$ cat config.mk
export PLATFORM = sky130hd
export DESIGN_NAME = data_memory_arbiter
export DESIGN_NICKNAME = d
export VERILOG_FILES = /design/src/rtl/data_memory_arbiter.sv
export SDC_FILE = /design/constraint.sdc
export NUM_CORES = 1
export LEC_CHECK = 0
export CORE_UTILIZATION = 45
export DETAILED_ROUTE_END_ITERATION = 12
export GPL_ROUTABILITY_DRIVEN = 0
export PLACE_DENSITY = 0.95
export SLEW_MARGIN = 10
export SYNTH_ARGS = -nofsm -noshare
export SYNTH_HDL_FRONTEND = slang
export SYNTH_SLANG_ARGS = --single-unit
$ cat constraint.sdc
create_clock -name clock -period 4.3 [get_ports clock]
set_clock_uncertainty 0.05 [all_clocks]
set_input_delay 0.43 -clock clock [delete_from_list [all_inputs] [get_ports clock]]
set_output_delay 0.43 -clock clock [all_outputs]
set_load 0.05 [all_outputs]
$ cat src/rtl/data_memory_arbiter.sv
// Round-robin arbiter sharing a single-port data memory between cpu and debug ports; one word per transfer.
// Latency MEM_LATENCY+2 per transfer; losing requests stay pending. DATA_MEMORY_ARBITER_FIXED_PRIORITY_EN selects fixed cpu priority.
module data_memory_arbiter #(
  parameter int ADDR_WIDTH  = 10,
  parameter int DATA_WIDTH  = 32,
  parameter int MEM_LATENCY = 1
) (
  input  logic                  clock,
  input  logic                  reset_n,
  input  logic                  cpu_req,
  input  logic                  cpu_write,
  input  logic [ADDR_WIDTH-1:0] cpu_addr,
  input  logic [DATA_WIDTH-1:0] cpu_wdata,
  output logic                  cpu_grant,
  output logic                  cpu_done,
  output logic [DATA_WIDTH-1:0] cpu_rdata,
  input  logic                  dbg_req,
  input  logic                  dbg_write,
  input  logic [ADDR_WIDTH-1:0] dbg_addr,
  input  logic [DATA_WIDTH-1:0] dbg_wdata,
  output logic                  dbg_grant,
  output logic                  dbg_done,
  output logic [DATA_WIDTH-1:0] dbg_rdata,
  output logic                  mem_enable,
  output logic                  mem_write,
  output logic [ADDR_WIDTH-1:0] mem_addr,
  output logic [DATA_WIDTH-1:0] mem_wdata,
  input  logic [DATA_WIDTH-1:0] mem_rdata,
  output logic                  busy
);

  localparam logic [1:0] S_IDLE   = 2'd0;
  localparam logic [1:0] S_ACCESS = 2'd1;
  localparam logic [1:0] S_DONE   = 2'd2;
  localparam logic [3:0] LAT_M1   = 4'(MEM_LATENCY - 1);

  logic [1:0]            state_q, state_d;
  logic [3:0]            cnt_q, cnt_d;
  logic                  win_dbg_q, win_dbg_d;
  logic                  cpu_grant_q, cpu_grant_d;
  logic                  dbg_grant_q, dbg_grant_d;
  logic                  cpu_done_q, cpu_done_d;
  logic                  dbg_done_q, dbg_done_d;
  logic [DATA_WIDTH-1:0] cpu_rdata_q, cpu_rdata_d;
  logic [DATA_WIDTH-1:0] dbg_rdata_q, dbg_rdata_d;
  logic                  mem_enable_q, mem_enable_d;
  logic                  mem_write_q, mem_write_d;
  logic [ADDR_WIDTH-1:0] mem_addr_q, mem_addr_d;
  logic [DATA_WIDTH-1:0] mem_wdata_q, mem_wdata_d;
  logic                  busy_q, busy_d;
  logic                  pick_dbg;
`ifndef DATA_MEMORY_ARBITER_FIXED_PRIORITY_EN
  logic                  last_dbg_q, last_dbg_d;
`endif

  always_comb begin
    state_d      = state_q;
    cnt_d        = cnt_q;
    win_dbg_d    = win_dbg_q;
    cpu_grant_d  = 1'b0;
    dbg_grant_d  = 1'b0;
    cpu_done_d   = 1'b0;
    dbg_done_d   = 1'b0;
    cpu_rdata_d  = cpu_rdata_q;
    dbg_rdata_d  = dbg_rdata_q;
    mem_enable_d = mem_enable_q;
    mem_write_d  = mem_write_q;
    mem_addr_d   = mem_addr_q;
    mem_wdata_d  = mem_wdata_q;
`ifdef DATA_MEMORY_ARBITER_FIXED_PRIORITY_EN
    pick_dbg     = !cpu_req;
`else
    last_dbg_d   = last_dbg_q;
    // On a tie the port that did not win last time goes first.
    pick_dbg     = dbg_req && (!cpu_req || !last_dbg_q);
`endif

    case (state_q)
      S_IDLE: begin
        if (cpu_req || dbg_req) begin
          state_d      = S_ACCESS;
          cnt_d        = LAT_M1;
          win_dbg_d    = pick_dbg;
          cpu_grant_d  = !pick_dbg;
          dbg_grant_d  = pick_dbg;
          mem_enable_d = 1'b1;
          mem_write_d  = pick_dbg ? dbg_write : cpu_write;
          mem_addr_d   = pick_dbg ? dbg_addr  : cpu_addr;
          mem_wdata_d  = pick_dbg ? dbg_wdata : cpu_wdata;
`ifndef DATA_MEMORY_ARBITER_FIXED_PRIORITY_EN
          last_dbg_d   = pick_dbg;
`endif
        end
      end
      S_ACCESS: begin
        if (cnt_q == 4'd0) begin
          state_d      = S_DONE;
          mem_enable_d = 1'b0;
          cpu_done_d   = !win_dbg_q;
          dbg_done_d   = win_dbg_q;
          if (!mem_write_q) begin
            if (win_dbg_q) dbg_rdata_d = mem_rdata;
            else           cpu_rdata_d = mem_rdata;
          end
        end else begin
          cnt_d = cnt_q - 4'd1;
        end
      end
      S_DONE: state_d = S_IDLE;
      default: begin
        state_d      = S_IDLE;
        mem_enable_d = 1'b0;
      end
    endcase

    busy_d = (state_d != S_IDLE);
  end

  always_ff @(posedge clock or negedge reset_n) begin
    if (!reset_n) begin
      state_q      <= S_IDLE;
      cnt_q        <= 4'd0;
      win_dbg_q    <= 1'b0;
      cpu_grant_q  <= 1'b0;
      dbg_grant_q  <= 1'b0;
      cpu_done_q   <= 1'b0;
      dbg_done_q   <= 1'b0;
      cpu_rdata_q  <= '0;
      dbg_rdata_q  <= '0;
      mem_enable_q <= 1'b0;
      mem_write_q  <= 1'b0;
      mem_addr_q   <= '0;
      mem_wdata_q  <= '0;
      busy_q       <= 1'b0;
`ifndef DATA_MEMORY_ARBITER_FIXED_PRIORITY_EN
      last_dbg_q   <= 1'b1;
`endif
    end else begin
      state_q      <= state_d;
      cnt_q        <= cnt_d;
      win_dbg_q    <= win_dbg_d;
      cpu_grant_q  <= cpu_grant_d;
      dbg_grant_q  <= dbg_grant_d;
      cpu_done_q   <= cpu_done_d;
      dbg_done_q   <= dbg_done_d;
      cpu_rdata_q  <= cpu_rdata_d;
      dbg_rdata_q  <= dbg_rdata_d;
      mem_enable_q <= mem_enable_d;
      mem_write_q  <= mem_write_d;
      mem_addr_q   <= mem_addr_d;
      mem_wdata_q  <= mem_wdata_d;
      busy_q       <= busy_d;
`ifndef DATA_MEMORY_ARBITER_FIXED_PRIORITY_EN
      last_dbg_q   <= last_dbg_d;
`endif
    end
  end

  assign cpu_grant  = cpu_grant_q;
  assign dbg_grant  = dbg_grant_q;
  assign cpu_done   = cpu_done_q;
  assign dbg_done   = dbg_done_q;
  assign cpu_rdata  = cpu_rdata_q;
  assign dbg_rdata  = dbg_rdata_q;
  assign mem_enable = mem_enable_q;
  assign mem_write  = mem_write_q;
  assign mem_addr   = mem_addr_q;
  assign mem_wdata  = mem_wdata_q;
  assign busy       = busy_q;

endmodule

# --- After elaboration in Yosys (flattened, before gate mapping) ---
# Cells that the tools add are included.
op_classes:
  n_addsub: 1
  n_eq_ne: 5
  mux: 20
  bitwise: 3
  reduce_logical: 16
op_table:
  columns: ["operator", "count"]
  rows:
  - ["$mux W32", 1]
  - ["$mux W1", 11]
  - ["$mux W10", 1]
  - ["$mux W4", 2]
  - ["$pmux W4 S2", 1]
  - ["$reduce_and A4 Y1", 2]
  - ["$ne A2 B2 Y1 const B", 3]
  - ["$reduce_and A3 Y1", 2]
  - ["$logic_not A1 Y1", 4]
  - ["$logic_not A4 Y1", 1]
  - ["$mux W2", 2]
  - ["$pmux W2 S2", 1]
  - ["$reduce_bool A2 Y1", 2]
  - ["$sub A4 B1 Y4 const B", 1]
  - ["$not A1 Y1", 3]
  - ["$pmux W1 S3", 1]
  - ["$eq A2 B1 Y1 const B", 1]
  - ["$eq A2 B2 Y1 const B", 1]
  - ["$logic_not A2 Y1", 1]
  - ["$logic_or A1 B1 Y1", 2]
  - ["$reduce_and A2 Y1", 1]
  - ["$logic_and A1 B1 Y1", 1]
totals:
  regBits: 121
  input_bits: 122
  elab_cells: 60

# --- Longest topological paths before layout ---
# Gate-level depths: netlist of run 1.
logic_depth:
  depth_word: 6
  depth_mapped: 6

# --- Least setup slack after synthesis of run 1 ---
# Ideal clock, no wire load.
synth_timing:
  path_kind: "reg2reg"
  start: "reg cnt_q[0]"
  end: "reg dbg_rdata_q[0] (netlist: dbg_rdata[0])"
  setup_time_ns: 0.125
  arrival_ns: 1.623
  required_time_ns: 4.125
  path_slack_ns: 2.502
  stages_incl_launch_ff: 7
  synth_period_minus_slack_ns: 1.798
  cell_sequence: "dfrtp_1 > inv_1 > ha_1 > nor3b_4 > nand4b_4 > buf_6 > mux2_4"
synth_between:
  elab_chain_len: 2
synth_lines:
  columns: ["element", "line_no", "source"]
  rows:
  - ["start: declaration", "38", "logic [3:0] cnt_q, cnt_d;"]
  - ["start signal: assignment", "140", "cnt_q <= cnt_d;"]
  - ["$logic_not A4 Y1", "96", "if (cnt_q == 4'd0) begin"]
  - ["$reduce_and A4 Y1 (no line)", null, null]
  - ["end signal: assignment", "147", "dbg_rdata_q <= dbg_rdata_d;"]
  - ["end: declaration", "45", "logic [DATA_WIDTH-1:0] dbg_rdata_q, dbg_rdata_d;"]
# No other way between the ends.
# A chain may end at the register's enable or synchronous reset.

# --- Worst setup path after layout of run 1 ---
layout_timing:
  start: "reg cnt_q[1]"
  end: "reg dbg_rdata_q[2] (netlist: dbg_rdata[2])"
# The elaborated chain is that of the path after synthesis.

==> reports/results.ini, run 1 <==
[run_status]
run_status=complete, no violations

[sta]
slew_violations=0
fmax_ghz=0.387
grt_setup_unrepaired=false
hold_viol=0
period_needed_ns=2.58
relSlewSlack_pct=44.2
hold_slack_ns=0.336
setup_violations=0
fin_crit_sh_pct=60.0
tightestPinTransition_ns=0.836
finalSetupTns_ns=0

[critical_path]
crit_path_max_fanout=32
cp_slowest_cell=nand4b_4
cp-end-kind=flop
startpoint_type=flop
crit_arrival_ns=2.91
required_ns=4.63
critPathBufInv=1
max_stage_delay_ns=0.71
criticalPathCategory=flop to flop
path_delay_family=simple AND/OR/NAND/NOR gates
crit_chain=inv_1, ha_1, nor3b_4, nand4b_4, mux2_4

[final_layout]
fin_cells=728
diodes=0
layout_common_cells=clkdlybuf4s50_1, dfrtp_1, and3_1, a221o_1, mux2_2
area_growth_pct=59.7
mostFrequentLayoutCell=clkdlybuf4s50_1
drive_gt1_share_pct=18.9
finish.utilization_pct=73.8
num-nets-final=699

[grt]
grt_pass1_wl_um=21600
grt_max_degree=49
antenna_found_initial=0
grt-ovfl-total=0
grt_pass1_vias=4108
grt_usage_pct=24.6

[placement]
port_buffers=234
dpl.hpwl_um=9880
dpl.cell_count=695

[synthesis]
synth_top_area_cell=dfrtp_1
synth-warning-count=0
synthArstFlopShare_pct=100
synth-seq-cells=121
ys_seq_area_share_pct=60.2
ys_types=34
synth_top_area_share_pct=59.7
synth_ff_type=dfrtp_1
syn_avg_cell_area_um2=14.8
synthCells=341
netlist_area_mm2=0.00503
syn_nets=465
synth_area_leaders=dfrtp_1, mux2_4, a221o_1, mux2_2, and3_1
synth-edff-count=0

[job]
maxCapViolations=0

[clock_network]
clkLatencyLatePin_ns=0.50
cts_tree=built
cts_resized=0
clkTransAtPathRegs_ns=0.06
postCtsHoldBufs=1
post_cts_buffers=0
cts.sinks=121
htreeDepth=4
clk_path_buf_depth=2
numCtsBuffers=17
clockRootBuffer=clkbuf_8

[min_path]
holdCritPathClass=primary input to asynchronous set/reset pin

[die]
initial_core_util_pct=46.2
dieWidth_um=108
die_h_um=108
ios=235
core_area_mm2=0.0109
die_area_mm2=0.0116
row_count=38

[pwr]
p_leak_nw=3.64
power_density_mw_per_mm2=954
ir_drop_v=0.000758
total_power_mw=7.67

[drt]
drc_errors=0
drt_iter0_drc=208
drt_first_pass_iters=4
post_drt_wl_per_cell_um=18.8
drt-total-wl_um=13700
vias=3894
postRouteAntennaNets=0
vias_per_cell=5.35

-- final cells by class --
cell class | instances | area [µm²]
tap | 140 | 175
clock inverter | 12 | 124
timing repair buffer | 241 | 2390
inverter | 4 | 15.0
clock buffer | 20 | 455
sequential | 121 | 3030
fill | 685 | 2850
multi-input combinational | 190 | 1840
-- kinds of logic (layout without fill, tap and decap cells) --
| family | count (synthesis) | after routing | synth area share (%) |
|---|---|---|---|
| mux | 69 | 69 | 17.6 |
| simple gates | 63 | 63 | 8.43 |
| compound gates | 56 | 56 | 10.0 |
| buf+inv | 30 | 277 | 3.31 |
| fa+ha+maj | 2 | 2 | 0.497 |
| flops | 121 | 121 | 60.2 |
-- worst paths after layout --
| path | from | end | slack (ns) | depth (start not counted) |
|---|---|---|---|---|
| worst max-delay path | cnt_q[1]$_DFFE_PN0P_ | dbg_rdata[2]$_DFFE_PN0P_ | 1.72 | 5 |
| worst min-delay path | reset_n | cpu_rdata[0]$_DFFE_PN0P_ | 0.34 | 2 |
| worst max register to register | cnt_q[1]$_DFFE_PN0P_ | dbg_rdata[2]$_DFFE_PN0P_ | 1.72 | 5 |
| worst min register to register | cpu_rdata[16]$_DFFE_PN0P_ | cpu_rdata[16]$_DFFE_PN0P_ | 0.45 | 1 |
| max in group asynchronous | reset_n | mem_wdata[17]$_DFFE_PN0P_ | 2.95 | 3 |
| min in group clock | cpu_rdata[16]$_DFFE_PN0P_ | cpu_rdata[16]$_DFFE_PN0P_ | 0.45 | 1 |
-- metrics by stage --
step	area [µm²]	worst slack (ns)
floorplan	5030	2.50
finish	8040	1.72
global route	8040	1.58
CTS	8040	1.73
detailed placement	7450	1.75
global placement	7450	1.87
-- sequential cells by signal, summed over array words and instances (netlist names) --
register	count
busy	1
cnt_q	4
mem_enable	1
win_dbg_q	1
cpu_grant	1
mem_write	1
last_dbg_q	1
mem_wdata	32
dbg_rdata	32
state_q	2
dbg_done	1
cpu_done	1
mem_addr	10
dbg_grant	1
cpu_rdata	32
-- worst register-to-register path, cell delays in order, from the launching register on --
cell and delay, ns:
dfrtp_1 0.39, inv_1 0.12, ha_1 0.20, nor3b_4 0.41
nand4b_4 0.71, mux2_4 0.57
-- routing by layer --
metal / vias up / track usage [%] / part of all wire [%] / routed length (µm)
li1: 1758 / - / - / -
met1: 1919 / 29.7 / 40 / 5450
met2: 192 / 41.4 / 51 / 6970
met3: 25 / 7.26 / 6.9 / 938
met4: 0 / 9.39 / 2.4 / 330
met5: - / 0 / 0 / 0
-- where the power goes --
group          switching, mW  internal [mW]  total (mW)
Combinational           2.64           1.63        4.26
Sequential             0.358           1.70        2.06
Clock                  0.484          0.865        1.35
Total                   3.48           4.19        7.67
-- synthesized netlist by cell type, drive strengths merged, types with 2 or more instances --
library cell,number
a21oi,7
dfrtp,120
a221o,40
inv,4
nor3,3
and3,42
nor2b,2
mux2,65
and2,3
a21o,2
ha,2
nand2b,3
nor2,3
mux2i,4
buf,15
clkbuf,11
Note: power is estimated with default switching activity, not from simulation.
==> run 2: changes to the inputs <==
CORE_UTILIZATION = 41   (was 45)
PLACE_DENSITY = 0.9   (was 0.95)
clock period = 2.6 ns   (was 4.3 ns; I/O delays follow)
==> run 2 against run 1 <==
  * Global-route usage decreased by 3.4 points
  * Cell area grew 0.51%
  * Register-to-register slack got worse by 1.3 ns
  * Utilization decreased by 6.6 points
  * Sequential power up 63%
  * Worst setup slack got worse by 1.3 ns
  * Clock-buffer cell count is the same
  * Highest routed layer unchanged
==> reports/results.ini, run 2 (synthesized netlist as in run 1, its figures left out) <==
[run_status]
run_status=complete, no violations  ; unchanged

[pwr]
pwr-share-clk_pct=17.9  ; was 17.6%
p_int_mw=6.96  ; was 4.19 mW
ir_drop_v=0.000791  ; was 0.000758 V
p_leak_nw=3.65  ; was 3.64 nW
netSwitchingFraction_pct=45.1  ; was 45.3%
power.switching_mw=5.71  ; was 3.48 mW
power_density_mw_per_mm2=1570  ; was 954 mW/mm²
p_seq_share_pct=26.5  ; was 26.8%
combPwrFrac_pct=55.6  ; about the same

[clock_network]
cts_resized=0  ; unchanged
clkTransAtPathRegs_ns=0.05  ; was 0.06 ns
clockRootBuffer=clkbuf_16  ; was clkbuf_8
htreeDepth=4  ; unchanged
clkLatencyLatePin_ns=0.39  ; was 0.50 ns
numCtsBuffers=17  ; unchanged
cts_tree=built  ; unchanged
clk_path_buf_depth=2  ; unchanged
cts.sinks=121  ; unchanged

[drt]
vias_per_cell=5.25  ; was 5.35
postRouteAntennaNets=0  ; unchanged
drt-total-wl_um=12900  ; was 13700 µm
drt_first_pass_iters=4  ; unchanged
post_drt_wl_per_cell_um=17.6  ; was 18.8 µm
drc_errors=0  ; unchanged
vias=3860  ; was 3894
drt_iter0_drc=187  ; was 208

[sta]
slew_violations=0  ; unchanged
finalSetupTns_ns=0  ; unchanged
setup_violations=0  ; unchanged
grt_setup_unrepaired=false  ; unchanged
relSlewSlack_pct=62.1  ; was 44.2%
hold_viol=0  ; unchanged
setup_ws_ns=0.387  ; was 1.72 ns
fin_crit_sh_pct=85.1  ; was 60.0%
hold_slack_ns=0.296  ; was 0.336 ns
fmax_ghz=0.452  ; was 0.387 GHz
period_needed_ns=2.21  ; was 2.58 ns
tightestPinTransition_ns=0.567  ; was 0.836 ns

[critical_path]
r2r_cells=5  ; unchanged
crit_path_max_fanout=32  ; unchanged
cp-end-kind=flop  ; unchanged
crit_arrival_ns=2.44  ; was 2.91 ns
required_ns=2.82  ; was 4.63 ns
reg2reg_slack_ns=0.39  ; was 1.72 ns
r2r_start=cnt_q[0]$_DFFE_PN0P_  ; was cnt_q[1]$_DFFE_PN0P_
r2r-end=cpu_rdata[6]$_DFFE_PN0P_  ; was dbg_rdata[2]$_DFFE_PN0P_
startpoint_type=flop  ; unchanged
criticalPathCategory=flop to flop  ; unchanged

[final_layout]
num-nets-final=700  ; was 699
layout_common_cells=clkdlybuf4s50_1, dfrtp_1, and3_1, a221o_1, mux2_2  ; unchanged
seq_area_mm2=0.00303  ; unchanged
fill_cells=856  ; was 685
multi_input_area_mm2=0.00184  ; unchanged
area_growth_pct=60.5  ; was 59.7%
final_area_mm2=0.00808  ; was 0.00804 mm²
mostFrequentLayoutCell=clkdlybuf4s50_1  ; unchanged
diodes=0  ; unchanged
drive_gt1_share_pct=18.7  ; was 18.9%

[grt]
grt_max_degree=66  ; was 49
met2_usage_pct=36.4  ; was 41.4%
grt_pass1_vias=4101  ; was 4108
grt_pass1_wl_um=20900  ; was 21600 µm
grt_usage_pct=21.2  ; was 24.6%
busiest_layer=met2  ; unchanged
met1_usage_pct=24.8  ; was 29.7%
antenna_found_initial=0  ; unchanged
met3_usage_pct=7.55  ; was 7.26%
grt-ovfl-total=0  ; unchanged

[placement]
dpl.hpwl_um=9010  ; was 9880 µm
dpl_cell_area_mm2=0.00749  ; was 0.00745 mm²
port_buffers=234  ; unchanged
dp_worst_setup_slack_ns=0.407  ; was 1.75 ns

[die]
die_area_mm2=0.0127  ; was 0.0116 mm²
initial_core_util_pct=41.9  ; was 46.2%
die_h_um=113  ; was 108 µm
ios=235  ; unchanged
core_area_mm2=0.0120  ; was 0.0109 mm²
dieWidth_um=113  ; was 108 µm
row_count=40  ; was 38

[job]
maxCapViolations=0  ; unchanged

[min_path]
holdCritPathClass=primary input to asynchronous set/reset pin  ; unchanged

-- run 2: stage by stage --
step           util (%)  cells  total power [mW]
6_report           67.3    735              12.7
4_1_cts            67.3    735              12.8
3_5_place_dp       62.4    703              10.4
5_1_grt            67.3    735              13.2
2_1_floorplan         -    341              8.03
3_3_place_gp       62.4    703              10.3
-- run 2: how the worst max path moves through the flow --
stage                                     from                       end  slack [ns]  cells after the start
after detailed placement  cnt_q[0]$_DFFE_PN0P_  cpu_rdata[4]$_DFFE_PN0P_        0.41                      5
after global routing      cnt_q[0]$_DFFE_PN0P_  cpu_rdata[3]$_DFFE_PN0P_        0.23                      5
after floorplan           cnt_q[0]$_DFFE_PN0P_  dbg_rdata[0]$_DFFE_PN0P_        0.80                      6
final                     cnt_q[0]$_DFFE_PN0P_  cpu_rdata[6]$_DFFE_PN0P_        0.39                      5
after CTS                 cnt_q[0]$_DFFE_PN0P_  cpu_rdata[1]$_DFFE_PN0P_        0.37                      5
after global placement    cnt_q[0]$_DFFE_PN0P_  cpu_rdata[6]$_DFFE_PN0P_        0.53                      5
-- run 2: power groups by stage --
stage / Clock (mW) / Combinational, mW / Sequential, mW
floorplan: 0 / 1.67 / 6.36
global placement: 0 / 6.93 / 3.32
detailed placement: 0 / 7.06 / 3.35
CTS: 2.31 / 7.08 / 3.36
global route: 2.40 / 7.32 / 3.46
finish: 2.26 / 7.05 / 3.36
-- run 2: final cells by class --
cell class | count | area share, %
timing repair buffer | 242 | 30.0
sequential | 121 | 37.5
tap | 147 | 2.28
multi-input combinational | 190 | 22.8
inverter | 4 | 0.186
clock buffer | 20 | 5.65
clock inverter | 11 | 1.52
-- run 2: layer usage --
layer	part of all wire (%)	wire length (µm)
met3	8.2	1060
met2	50	6520
met4	1.4	176
met1	40	5160
met5	0	0
-- run 2: what timing repair did --
action	CTS	global route
buffers inserted	0	0
endpoints found under the hold margin	26	0
hold buffers	1	0
-- run 2: worst max-delay path, stage by stage, from the launching register on --
cell and delay [ns]:
dfrtp_1 0.40, inv_1 0.09, ha_1 0.19, nor3b_4 0.43, nand3_4 0.48, mux2_2 0.44
